## config.mk

```make
export PLATFORM = sky130hd
export DESIGN_NAME = uart_rx_cfg
export DESIGN_NICKNAME = d
export VERILOG_FILES = /design/src/rtl/uart_rx_cfg.sv
export SDC_FILE = /design/constraint.sdc
export NUM_CORES = 1
export LEC_CHECK = 0
export CAP_MARGIN = 20
export CORE_MARGIN = 2
export CORE_UTILIZATION = 47
export DETAILED_ROUTE_END_ITERATION = 8
export GPL_TIMING_DRIVEN = 0
export PLACE_DENSITY = 0.77
export SYNTH_ARGS = -nofsm -noshare
export SYNTH_HDL_FRONTEND = slang
export SYNTH_SLANG_ARGS = --single-unit
```

## constraint.sdc

```tcl
create_clock -name i_Clock -period 3.35 [get_ports i_Clock]
set_clock_uncertainty 0.15 [all_clocks]
set_input_delay 0.5025 -clock i_Clock [delete_from_list [all_inputs] [get_ports i_Clock]]
set_output_delay 0.5025 -clock i_Clock [all_outputs]
set_load 0.03 [all_outputs]
```

## src/rtl/uart_rx_cfg.sv

```systemverilog
// uart_rx_cfg: configurable UART receiver.
// Supports a configurable data width, optional odd/even parity and one or two stop bits.
// The RX line is synchronised and each bit is decided by a 3-sample majority vote.
// Every frame produces a one-cycle strobe carrying the data and its parity, framing and break status.
module uart_rx_cfg #(
  parameter int CLKS_PER_BIT = 217,
  parameter int DATA_BITS    = 8,
  parameter int PARITY       = 0,
  parameter int STOP_BITS    = 1
) (
  input  logic                 i_Clock,
  input  logic                 i_Reset,
  input  logic                 i_RX_Serial,
  output logic                 o_RX_DV,
  output logic [DATA_BITS-1:0] o_RX_Byte,
  output logic                 o_Parity_Err,
  output logic                 o_Frame_Err,
  output logic                 o_Break,
  output logic                 o_RX_Busy
);

  localparam int CNT_W = $clog2(CLKS_PER_BIT);
  localparam int H     = CLKS_PER_BIT / 2;

  localparam logic [CNT_W-1:0] CNT_HM1  = CNT_W'(H - 1);
  localparam logic [CNT_W-1:0] CNT_H    = CNT_W'(H);
  localparam logic [CNT_W-1:0] CNT_HP1  = CNT_W'(H + 1);
  localparam logic [CNT_W-1:0] CNT_LAST = CNT_W'(CLKS_PER_BIT - 1);
  localparam logic [3:0]       IDX_DATA_LAST = 4'(DATA_BITS - 1);
  localparam logic [3:0]       IDX_STOP_LAST = 4'(STOP_BITS - 1);

  typedef enum logic [2:0] {
    S_WAIT_HIGH,
    S_IDLE,
    S_START,
    S_DATA,
    S_PARITY,
    S_STOP
  } state_t;

  state_t                 r_state;
  logic                   r_sync1;
  logic                   r_sync2;
  logic [CNT_W-1:0]       r_cnt;
  logic [3:0]             r_idx;
  logic                   r_smp_a;
  logic                   r_smp_b;
  logic [DATA_BITS-1:0]   r_shift;
  logic                   r_par_bit;
  logic                   r_ferr_acc;
  logic                   r_rx_dv;
  logic [DATA_BITS-1:0]   r_rx_byte;
  logic                   r_perr;
  logic                   r_ferr;
  logic                   r_brk;
  logic                   r_busy;

  logic                   w_vote;
  logic                   w_sample_pt;
  logic                   w_bit_end;
  logic                   w_ferr_final;

  // Majority of three samples.
  function automatic logic maj3(input logic a, input logic b, input logic c);
    return (a & b) | (a & c) | (b & c);
  endfunction

  // Parity mismatch for the configured parity mode; never set without parity.
  function automatic logic parity_err(input logic [DATA_BITS-1:0] d, input logic p);
    logic v;
    v = 1'b0;
    if (PARITY == 1) v = ~(^d ^ p);
    else if (PARITY == 2) v = ^d ^ p;
    return v;
  endfunction

  // Break is a framing error with every data bit and any parity bit low.
  function automatic logic break_det(input logic ferr, input logic [DATA_BITS-1:0] d,
                                     input logic p);
    return ferr & (d == '0) & ((PARITY == 0) | ~p);
  endfunction

  assign w_vote       = maj3(r_smp_a, r_smp_b, r_sync2);
  assign w_sample_pt  = (r_cnt == CNT_HP1);
  assign w_bit_end    = (r_cnt == CNT_LAST);
  assign w_ferr_final = r_ferr_acc | ~w_vote;

  // Two-flop synchroniser for the asynchronous RX pin; idles high.
  always_ff @(posedge i_Clock) begin
    if (i_Reset) begin
      r_sync1 <= 1'b1;
      r_sync2 <= 1'b1;
    end else begin
      r_sync1 <= i_RX_Serial;
      r_sync2 <= r_sync1;
    end
  end

  // Receive FSM: bit timing, majority sampling, shifting and per-frame status.
  always_ff @(posedge i_Clock) begin
    if (i_Reset) begin
      r_state    <= S_WAIT_HIGH;
      r_cnt      <= '0;
      r_idx      <= '0;
      r_ferr_acc <= 1'b0;
      r_rx_dv    <= 1'b0;
      r_rx_byte  <= '0;
      r_perr     <= 1'b0;
      r_ferr     <= 1'b0;
      r_brk      <= 1'b0;
      r_busy     <= 1'b0;
    end else begin
      r_rx_dv <= 1'b0;
      case (r_state)
        S_WAIT_HIGH: begin
          r_cnt <= '0;
          if (r_sync2) r_state <= S_IDLE;
        end
        S_IDLE: begin
          r_cnt <= '0;
          r_idx <= '0;
          if (!r_sync2) begin
            r_state    <= S_START;
            r_busy     <= 1'b1;
            r_ferr_acc <= 1'b0;
          end
        end
        S_START, S_DATA, S_PARITY, S_STOP: begin
          r_cnt <= w_bit_end ? '0 : r_cnt + 1'b1;
          if (r_cnt == CNT_HM1) r_smp_a <= r_sync2;
          if (r_cnt == CNT_H)   r_smp_b <= r_sync2;
          case (r_state)
            S_START: begin
              if (w_sample_pt && w_vote) begin
                // False start: the line recovered before the middle of the start bit.
                r_state <= S_IDLE;
                r_busy  <= 1'b0;
                r_cnt   <= '0;
              end else if (w_bit_end) begin
                r_state <= S_DATA;
                r_idx   <= '0;
              end
            end
            S_DATA: begin
              if (w_sample_pt) r_shift <= {w_vote, r_shift[DATA_BITS-1:1]};
              if (w_bit_end) begin
                if (r_idx == IDX_DATA_LAST) begin
                  r_idx   <= '0;
                  r_state <= (PARITY != 0) ? S_PARITY : S_STOP;
                end else begin
                  r_idx <= r_idx + 1'b1;
                end
              end
            end
            S_PARITY: begin
              if (w_sample_pt) r_par_bit <= w_vote;
              if (w_bit_end) begin
                r_idx   <= '0;
                r_state <= S_STOP;
              end
            end
            default: begin
              if (w_sample_pt && (r_idx == IDX_STOP_LAST)) begin
                // Final stop decided: deliver now instead of waiting out the bit,
                // so a following start edge is never missed.
                r_rx_dv   <= 1'b1;
                r_rx_byte <= r_shift;
                r_ferr    <= w_ferr_final;
                r_perr    <= parity_err(r_shift, r_par_bit);
                r_brk     <= break_det(w_ferr_final, r_shift, r_par_bit);
                r_busy    <= 1'b0;
                r_cnt     <= '0;
                r_idx     <= '0;
                r_state   <= w_vote ? S_IDLE : S_WAIT_HIGH;
              end else begin
                if (w_sample_pt) r_ferr_acc <= w_ferr_final;
                if (w_bit_end)   r_idx <= r_idx + 1'b1;
              end
            end
          endcase
        end
        default: r_state <= S_WAIT_HIGH;
      endcase
    end
  end

  assign o_RX_DV      = r_rx_dv;
  assign o_RX_Byte    = r_rx_byte;
  assign o_Parity_Err = r_perr;
  assign o_Frame_Err  = r_ferr;
  assign o_Break      = r_brk;
  assign o_RX_Busy    = r_busy;

endmodule
```

==> summary.txt <==
Clock tree
  – Skew-Pair Late Insertion Delay: 0.29 ns
  – CTS Buf Count: 5
  – CTS tree: yes
  – Hold_buf cts: 0
  – Clock transition at path regs: 0.08 ns
  – Postcts setup bufs: 0
  – H-tree Lvls: 2
  – CTS resizes: 0
  – Sink Count: 40
  – CTS root buffer: clkbuf_8
  – Max clock buf depth: 2

Finish
  – Final Non-Filler Cells: 293
  – Area grow syn2layout: 15.3%
  – Fin area: 2330 um2
  – Layout cells sized above 1: 10.7%
  – # diodes: 0
  – Fill cell count: 354
  – Final #Nets: 250

Synth
  – Gate Count Post-Synth: 221
  – Simple-gate share of the synthesized area: 27.3%
  – Top cell type's share of synthesized area: 29.7%
  – Netlist cell types: 61
  – Top_reg_cell synth: dfxtp_1
  – Top post-synthesis cells by count: 33 x nand2_1, 30 x dfxtp_1, 23 x a21oi_1
  – Main combinational cell family by area after synthesis: simple AND/OR/NAND/NOR gates
  – XOR/XNOR share of the synthesized area: 0.866%
  – Top cell type by total area after synthesis: dfxtp_1
  – Synth Area in Compound Gates: 17.2%
  – Mapped Avg Cell Area: 9.15 um2
  – Post-synthesis mux area share: 1.24%
  – Mapped cell area: 2020 um2
  – Adder-cell share of the synthesized area: 3.59%
  – Most common cell in the netlist: nand2_1
  – Post-Syn Nets: 229
  – FF+latch count, synth: 40
  – Synth warn: 0
  – Area contributors post-synth: dfxtp_1 30%, edfxtp_1 15%, nand2_1 6.1%
  – Post-synth ARST share: 0%
  – Post-synth EDFFs: 10
  – Sequential share of the synthesized area: 44.6%

Critical path
  – CP Capture Point: r_shift[0]
  – Critical path required time: 3.21 ns
  – Crit path buf inv count: 2
  – CP Cell Sequence: ha_1, nand3_2, or2_1, clkbuf_1, nor4_1, buf_2
  – Setup CP Type: flip-flop to flip-flop
  – Reg2Reg Depth: 6
  – Worst setup EP type: flip-flop
  – R2R Path End: r_shift[0]
  – Crit start category: flip-flop
  – Top Family by Delay on Critical Path: simple AND/OR/NAND/NOR gates
  – R2R Setup Slk: 0.58 ns
  – Max FO, Critical Path: 8
  – CP max stage delay: 0.71 ns
  – Crit path depth: 6
  – Worst Path Arrival: 2.64 ns
  – Critical path startpoint: r_cnt[0]
  – CP max-delay cell: nor4_1
  – Reg-to-reg critical path startpoint: r_cnt[0]

Place
  – Placed insts: 285
  – Placed cell area: 2220 um2
  – Final RePlAce weighted congestion: 0.871
  – Post-detail-place hpwl: 3.03 mm
  – PortBufs: 13

Die
  – Initial Util: 49.8%
  – FP Rows: 23
  – Full die area: 4840 um2
  – I/O pin count: 16
  – Core Footprint: 4060 um2
  – Die height: 69.6 um
  – Die width: 69.6 um

Global routing
  – Total grt overflow: 0
  – Global-route wire length before repair: 7.05 mm
  – Total GRT Usage: 18.1%
  – Largest net degree at the start of global routing: 14
  – Vias in the first global route: 1503
  – Initial antenna violation count: 0

Detailed routing
  – Drt first pass iters: 4
  – DRC errors left: 0
  – Wire per inst: 14.1 um
  – DRT antenna net count: 0
  – Via count: 1652
  – Routed met2 length: 1.94 mm
  – Via density per instance: 5.64
  – Routed met1 length: 1.95 mm
  – Top Layer Used: met4
  – Routed wire length on met3: 158 um
  – 1st-iter DRT viols: 76
  – Drt total wl: 4.13 mm

Outcome
  – Status: finished clean

Pwr
  – Pwr Density: 407 nW/um2
  – Maximum VDD drop: 181 uV
  – Leak Pwr: 0.766 nW

Timing
  – Final Slew Violations: 0
  – Slew at the pin closest to its max-slew limit: 0.810 ns
  – Setup-failing EPs final: 0
  – Setup TNS: 0 ns
  – Top achievable clock speed: 360 MHz
  – Slew HR: 45.5%
  – Final worst-path cycle share: 82.8%
  – Minimum clock period: 2.77 ns
  – Hold Vio Cnt, Final: 0
  – RSZ-0062 raised after global routing: no

Flow run
  – Max-Cap Viols: 0

Min path
  – Hold crit path type: flip-flop to flip-flop
how the worst min path moves through the flow:
stage	startpoint	endpoint	slack [ns]	cells past startpoint
CTS	r_sync1	r_sync2	0.27	1
floorplan	r_sync1	r_sync2	0.24	1
finish	r_sync1	r_sync2	0.27	1
detailed placement	r_sync1	r_sync2	0.25	1
global route	r_sync1	r_sync2	0.29	1
global placement	r_sync1	r_sync2	0.24	1
cell type report:
type	count	area, um2	share of cell area, %
timing repair buffer	14	135	5.80
inverter	12	45.0	1.93
clock buffer	5	68.8	2.95
clock inverter	3	42.5	1.83
buffer	11	57.6	2.47
tap	50	62.6	2.68
sequential	40	901	38.6
multi-input combinational	158	1020	43.7
layout by cell type (no fill, tap or decap), types with 6 or more instances in the layout:
cell	synthesis	routed
nand3_1	6	6
edfxtp_1	10	10
a21oi_1	23	23
nor4_1	6	6
clkdlybuf4s50_1	0	13
dfxtp_1	30	30
nor2_1	10	10
inv_1	12	12
nor3_1	6	6
nand2_1	33	33
where the power goes:
| part | total [mW] | switching [mW] | internal [mW] | leakage (nW) |
|---|---|---|---|---|
| combinational | 0.0552 | 0.0346 | 0.0206 | 0.379 |
| sequential | 0.501 | 0.00423 | 0.496 | 0.332 |
| clock | 0.394 | 0.173 | 0.221 | 0.0558 |
| total | 0.949 | 0.212 | 0.738 | 0.766 |
state kept, by name, indices dropped and copies added, names as in the netlist, 3 cells and up:
register   flops
r_state        3
o_RX_Byte      8
r_idx          4
r_shift        8
r_cnt          8
worst reg2reg max path, delay by kind of cell (launching register included):
kind,cells,cell delay (ns)
simple gates,3,1.13
flops,1,0.50
buf+inv,2,0.50
fa+ha+maj,1,0.22
cell families after synthesis:
logic type,after synthesis
AND/OR/NAND/NOR,97
AO/OA/AOI/OAI,50
flip-flops,40
buffers and inverters,23
adder cells (fa/ha/maj),6
XOR/XNOR,2
multiplexers,2
other,1
metal layers:
layer	vias up	track usage (%)
met5	-	0
met2	29	28.6
met4	0	6.54
li1	840	-
met3	8	4.65
met1	775	24.1
metrics by stage:
stage          utilization, %  hold WS, ns  power [mW]  setup slack, ns
2_1_floorplan               -        0.239       0.553            0.783
3_3_place_gp             54.6        0.244       0.565            0.389
3_5_place_dp             54.7        0.249       0.566            0.600
4_1_cts                  57.4        0.271       0.957            0.594
5_1_grt                  57.4        0.288       0.983            0.452
6_report                 57.4        0.268       0.949            0.576
Note: power is estimated with default switching activity, not from simulation.
